**src/rtl/dmac_arb_pkg.sv**
```systemverilog
// Shared types and sizing helpers for the DMA channel round-robin arbiter.
package dmac_arb_pkg;

    typedef enum logic {
        ST_IDLE   = 1'b0,
        ST_LOCKED = 1'b1
    } arb_state_e;

    localparam int FIFO_DEPTH = 2;

    // Width of a source index; never narrower than one bit.
    function automatic int id_width(input int n_master);
        return (n_master > 1) ? $clog2(n_master) : 1;
    endfunction

endpackage

```
**src/rtl/dmac_arb_fifo.sv**
```systemverilog
// Two-entry beat FIFO; head entry drives the output directly from storage registers.
module dmac_arb_fifo
    import dmac_arb_pkg::*;
#(
    parameter int WIDTH = 8
) (
    input  logic             clk,
    input  logic             rst,
    input  logic             in_valid,
    output logic             in_ready,
    input  logic [WIDTH-1:0] in_data,
    output logic             out_valid,
    input  logic             out_ready,
    output logic [WIDTH-1:0] out_data
);

    logic [WIDTH-1:0] mem [FIFO_DEPTH];
    logic             wr_ptr;
    logic             rd_ptr;
    logic [1:0]       count;
    logic             push;
    logic             pop;

    assign in_ready  = (count != 2'd2);
    assign out_valid = (count != 2'd0);
    assign out_data  = mem[rd_ptr];
    assign push      = in_valid && in_ready;
    assign pop       = out_valid && out_ready;

    // NOTE: storage is reset here because the head entry is a visible output that
    // must read zero after reset; with only two entries the cost is negligible.
    always_ff @(posedge clk) begin
        if (rst) begin
            mem[0] <= '0;
            mem[1] <= '0;
            wr_ptr <= 1'b0;
            rd_ptr <= 1'b0;
            count  <= 2'd0;
        end else begin
            if (push) begin
                mem[wr_ptr] <= in_data;
                wr_ptr      <= ~wr_ptr;
            end
            if (pop) begin
                rd_ptr <= ~rd_ptr;
            end
            case ({push, pop})
                2'b10:   count <= count + 2'd1;
                2'b01:   count <= count - 2'd1;
                default: count <= count;
            endcase
        end
    end

endmodule

```
**src/rtl/dmac_rr_arbiter.sv**
```systemverilog
// Round-robin burst arbiter merging N_MASTER beat streams into one buffered stream.
// Optional macro DMAC_ARB_PRIORITY_EN adds src_prio_i to favour flagged sources.
module dmac_rr_arbiter
    import dmac_arb_pkg::*;
#(
    parameter  int N_MASTER  = 4,
    parameter  int DATA_SIZE = 32,
    localparam int ID_W      = id_width(N_MASTER)
) (
    input  logic                            clk,
    input  logic                            rst,
    input  logic [N_MASTER-1:0]             src_valid_i,
    output logic [N_MASTER-1:0]             src_ready_o,
    input  logic [N_MASTER*DATA_SIZE-1:0]   src_data_i,
    input  logic [N_MASTER-1:0]             src_last_i,
`ifdef DMAC_ARB_PRIORITY_EN
    input  logic [N_MASTER-1:0]             src_prio_i,
`endif
    output logic                            dst_valid_o,
    input  logic                            dst_ready_i,
    output logic [DATA_SIZE-1:0]            dst_data_o,
    output logic                            dst_last_o,
    output logic [ID_W-1:0]                 dst_id_o
);

    localparam int FIFO_W = DATA_SIZE + 1 + ID_W;

    arb_state_e          state;
    logic [ID_W-1:0]     grant;
    logic [ID_W-1:0]     last_grant;
    logic [N_MASTER-1:0] cand;
    logic [ID_W-1:0]     hi_win;
    logic [ID_W-1:0]     lo_win;
    logic                hi_hit;
    logic [ID_W-1:0]     winner;
    logic                any_req;

    logic                fifo_in_valid;
    logic                fifo_in_ready;
    logic [FIFO_W-1:0]   fifo_in_data;
    logic [FIFO_W-1:0]   fifo_out_data;
    logic                beat_xfer;
    logic                last_xfer;

    // Candidate set: prioritised sources when any of them request, else all requesters.
    always_comb begin
        cand = src_valid_i;
`ifdef DMAC_ARB_PRIORITY_EN
        if (|(src_valid_i & src_prio_i)) begin
            cand = src_valid_i & src_prio_i;
        end
`endif
    end

    assign any_req = |cand;

    // Lowest candidate above last_grant wins; otherwise the search wraps to the lowest overall.
    // NOTE: every signal assigned in this block gets a default first so no latch is inferred.
    always_comb begin
        hi_win = '0;
        lo_win = '0;
        hi_hit = 1'b0;
        for (int i = N_MASTER - 1; i >= 0; i--) begin
            if (cand[i]) begin
                lo_win = ID_W'(i);
                if (i > int'(last_grant)) begin
                    hi_win = ID_W'(i);
                    hi_hit = 1'b1;
                end
            end
        end
        winner = hi_hit ? hi_win : lo_win;
    end

    always_comb begin
        src_ready_o = '0;
        if (state == ST_LOCKED) begin
            src_ready_o[grant] = fifo_in_ready;
        end
    end

    assign fifo_in_valid = (state == ST_LOCKED) && src_valid_i[grant];
    assign fifo_in_data  = {src_data_i[int'(grant)*DATA_SIZE +: DATA_SIZE], src_last_i[grant], grant};
    assign beat_xfer     = fifo_in_valid && fifo_in_ready;
    assign last_xfer     = beat_xfer && src_last_i[grant];

    // NOTE: sequential state uses non-blocking assignments so every register samples
    // pre-edge values regardless of statement order.
    always_ff @(posedge clk) begin
        if (rst) begin
            state      <= ST_IDLE;
            grant      <= '0;
            last_grant <= ID_W'(N_MASTER - 1);
        end else begin
            case (state)
                ST_IDLE: begin
                    if (any_req) begin
                        grant <= winner;
                        state <= ST_LOCKED;
                    end
                end
                ST_LOCKED: begin
                    if (last_xfer) begin
                        last_grant <= grant;
                        state      <= ST_IDLE;
                    end
                end
                default: state <= ST_IDLE;
            endcase
        end
    end

    dmac_arb_fifo #(
        .WIDTH (FIFO_W)
    ) u_fifo (
        .clk       (clk),
        .rst       (rst),
        .in_valid  (fifo_in_valid),
        .in_ready  (fifo_in_ready),
        .in_data   (fifo_in_data),
        .out_valid (dst_valid_o),
        .out_ready (dst_ready_i),
        .out_data  (fifo_out_data)
    );

    assign {dst_data_o, dst_last_o, dst_id_o} = fifo_out_data;

endmodule

```
**config.mk**
```make
export PLATFORM = sky130hd
export DESIGN_NAME = dmac_rr_arbiter
export DESIGN_NICKNAME = d
export VERILOG_FILES = /design/src/rtl/dmac_arb_pkg.sv /design/src/rtl/dmac_arb_fifo.sv /design/src/rtl/dmac_rr_arbiter.sv
export SDC_FILE = /design/constraint.sdc
export NUM_CORES = 1
export LEC_CHECK = 0
export ABC_AREA = 1
export CAP_MARGIN = 0
export CORE_ASPECT_RATIO = 1.75
export CORE_MARGIN = 2
export CORE_UTILIZATION = 50
export DETAILED_ROUTE_END_ITERATION = 16
export DONT_BUFFER_PORTS = 1
export GPL_TIMING_DRIVEN = 1
export PLACE_DENSITY = 0.69
export SETUP_SLACK_MARGIN = 0.15
export SLEW_MARGIN = 20
export SYNTH_ARGS = -nofsm -noshare
export SYNTH_HDL_FRONTEND = slang
export SYNTH_HIERARCHICAL = 1
export SYNTH_SLANG_ARGS = --single-unit
```
**constraint.sdc**
```tcl
create_clock -name clk -period 6.2 [get_ports clk]
set_input_delay 0.93 -clock clk [delete_from_list [all_inputs] [get_ports clk]]
set_output_delay 0.93 -clock clk [all_outputs]
set_load 0.05 [all_outputs]
```
==> results.json <==
{
  "fmax_ghz": 0.269,
  "first_iter_violations": 273,
  "power.leakage_nw": 1.90,
  "antenna_left": 0,
  "reg2reg_to": "u_fifo/mem[1][25]",
  "max_stage_delay_ns": 0.86,
  "die_w_um": 75.6,
  "hold_end": "state",
  "synth_edf_count": 70,
  "criticalPathCategory": "reg2reg",
  "ys.flop_type": "edfxtp_1",
  "pre_cts_slack_ns": 2.52,
  "reg2regPathDepth": 7,
  "fin_total_pwr_mw": 1.54,
  "synth_top_cell_by_area": "edfxtp_1",
  "postCtsSetupBuffers": 0,
  "syn_area_mm2": 0.00449,
  "yosys_warnings": 6,
  "synth.area.top_cells": "edfxtp_1 47%, nand3_1 11%, mux2_2 8.8%, nor2_1 6.4%, a22oi_1 5.2%",
  "hold_viol": 0,
  "yosys-top-cells-count": "99 x nand3_1, 76 x nor2_1, 70 x edfxtp_1",
  "synthCells": 477,
  "powerDensity_mw_per_mm2": 323,
  "gp_congestion": 0.844,
  "numCtsBuffers": 9,
  "whs_ns": 0.480,
  "cts.sinks": 80,
  "port_buffers": 0,
  "viasPerCell": 5.93,
  "postLayoutCellArea_mm2": 0.00476,
  "status": "complete, no violations",
  "insertedDiodeCount": 0,
  "htreeDepth": 3,
  "peakVddDrop_uv": 208,
  "hold_path_depth": 2,
  "grt_start_max_net_pins": 43,
  "start_util": 0.514,
  "cpMostUsedCell": "nand2_1",
  "drive_above_1_share": 0.161,
  "synth_cell_types": 29,
  "worst_pin_slew_ns": 0.859,
  "grt_setup_unrepaired": "false",
  "dieArea_mm2": 0.00978,
  "cts_buffer_depth": 2,
  "grt_pass1_vias": 3346,
  "avgSynthCellArea_um2": 9.41,
  "tns_ns": 0,
  "grt_pass1_wl_mm": 16.7,
  "timing.final.crit_share": 0.599,
  "grtUsageTotal": 0.232,
  "r2r_start": "grant[0]",
  "slowest_stage": "nand2_2",
  "slew_headroom": 0.425,
  "drv_slew": 0,
  "drcViolationCount": 0,
  "antenna_found_initial": 0,
  "core_area_mm2": 0.00873,
  "postCtsHoldBufs": 0,
  "hpwlAfterDp_mm": 7.88,
  "hp-start": "state",
  "async_flop_share": 0,
  "placed_area_mm2": 0.00450,
  "grt_overflow": 0,
  "io_pins": 179,
  "cts_resized": 0,
  "syn2layout_area_growth_pct": 6.13,
  "setup_violations": 0,
  "placementRows": 45,
  "clk_latency_ns": 0.33,
  "wl_per_cell_um": 18.9,
  "hp-class": "reg2reg",
  "r2r_setup_slack_ns": 2.48,
  "fin_skew_ns": 0.00488,
  "vias": 3457,
  "path_clk_slew_ns": 0.05,
  "seq_area_frac_synth": 0.513,
  "cpLargestDelayFamily": "simple AND/OR/NAND/NOR gates",
  "cts_root_buf": "clkbuf_16",
  "yosysTopAreaCellShare": 0.468,
  "cp.arrival_ns": 3.67,
  "maxCapViolations": 0,
  "critPathBufInv": 1,
  "nFillCells": 779,
  "die_y_um": 129,
  "period_needed_ns": 3.72,
  "dr.pass1.iters": 4,
  "nets": 602,
  "synth_seq_cells": 80,
  "worst_slack_ns": 2.48,
  "crit_path_end_kind": "register",
  "worstPathRequired_ns": 6.15,
  "start_kind": "register",
  "yosysMostFrequentCell": "nand3_1",
  "cts_tree": "built",
  "cp_max_fo": 42,
  "syn-num-nets": 617,
  "worstPathCellList": "inv_2 -> nand2_1 -> nand2_1 -> nand2_1 -> a21oi_1 -> nand4_4 -> nand2_2",
  "totalWireLength_mm": 11.0
}
==> final cells by class <==
class                      count  area [µm²]  area share
tap                          117         146      0.0307
inverter                      50         188      0.0394
clock inverter                 2        8.76     0.00184
timing repair buffer           6        45.0     0.00946
clock buffer                  13         250      0.0525
sequential                    80        2310       0.484
multi-input combinational    315        1820       0.382
==> metal layers <==
metal / GRT usage / wire, µm
met4: 0.106 / 298
met5: 0 / 0
met2: 0.387 / 5630
met1: 0.272 / 4160
met3: 0.0638 / 921
==> worst max path at each step <==
| stage | startpoint | end | slack (ns) | depth (start not counted) |
|---|---|---|---|---|
| 4_1_cts | grant[0] | u_fifo/mem[1][31] | 2.49 | 7 |
| 3_5_place_dp | grant[0] | u_fifo/mem[1][30] | 2.52 | 7 |
| 6_report | grant[0] | u_fifo/mem[1][25] | 2.48 | 7 |
| 2_1_floorplan | src_valid_i[3] | u_fifo/mem[0][0] | 3.16 | 9 |
| 5_1_grt | grant[0] | u_fifo/mem[1][21] | 2.22 | 7 |
| 3_3_place_gp | grant[0] | u_fifo/mem[1][29] | 2.61 | 7 |
==> through the flow <==
stage                      util  std cells
after floorplan               -        477
after global placement    0.516        568
after detailed placement  0.516        568
after CTS                 0.546        583
after global routing      0.546        583
final                     0.546        583
==> layout by cell type, fill, tap and decap left out, drive strengths merged <==
cell type | netlist | routed
buf | 25 | 6
a21oi | 6 | 6
clkinv | 1 | 3
nor3 | 5 | 5
nand3b | 1 | 1
a22oi | 31 | 31
inv | 49 | 49
ha | 1 | 1
dfxtp | 10 | 10
nand2 | 43 | 43
nand4 | 5 | 5
nor2 | 83 | 83
or2 | 1 | 1
a21boi | 1 | 1
nand3 | 100 | 100
mux2 | 35 | 35
clkbuf | 7 | 13
o21ai | 3 | 3
edfxtp | 70 | 70
==> kinds of logic after synthesis <==
group                      count (synthesis)  synth area share
and+or+nand+nor                          238             0.249
buffers and inverters                     82            0.0828
DFF                                       80             0.513
AOI/OAI and AO/OA                         41            0.0644
muxes                                     35            0.0878
adders and majority gates                  1           0.00279
==> where the power goes <==
group / total [mW] / internal, mW / switching [mW]
Combinational: 0.406 / 0.101 / 0.305
Clock: 0.461 / 0.278 / 0.184
Sequential: 0.670 / 0.628 / 0.0423
Total: 1.54 / 1.01 / 0.531
==> flip-flops by register name, summed over array words and instances, names as in the netlist, named ones only <==
register       cells
grant              2
last_grant         2
state              1
u_fifo/count       2
u_fifo/mem        70
u_fifo/rd_ptr      1
u_fifo/wr_ptr      1
==> worst min-delay path, cell delays in order (launching register included) <==
cell,delay [ns]
dfxtp_1,0.32
nand2_1,0.08
a21oi_2,0.05
Power figures use the tool's default switching activity.
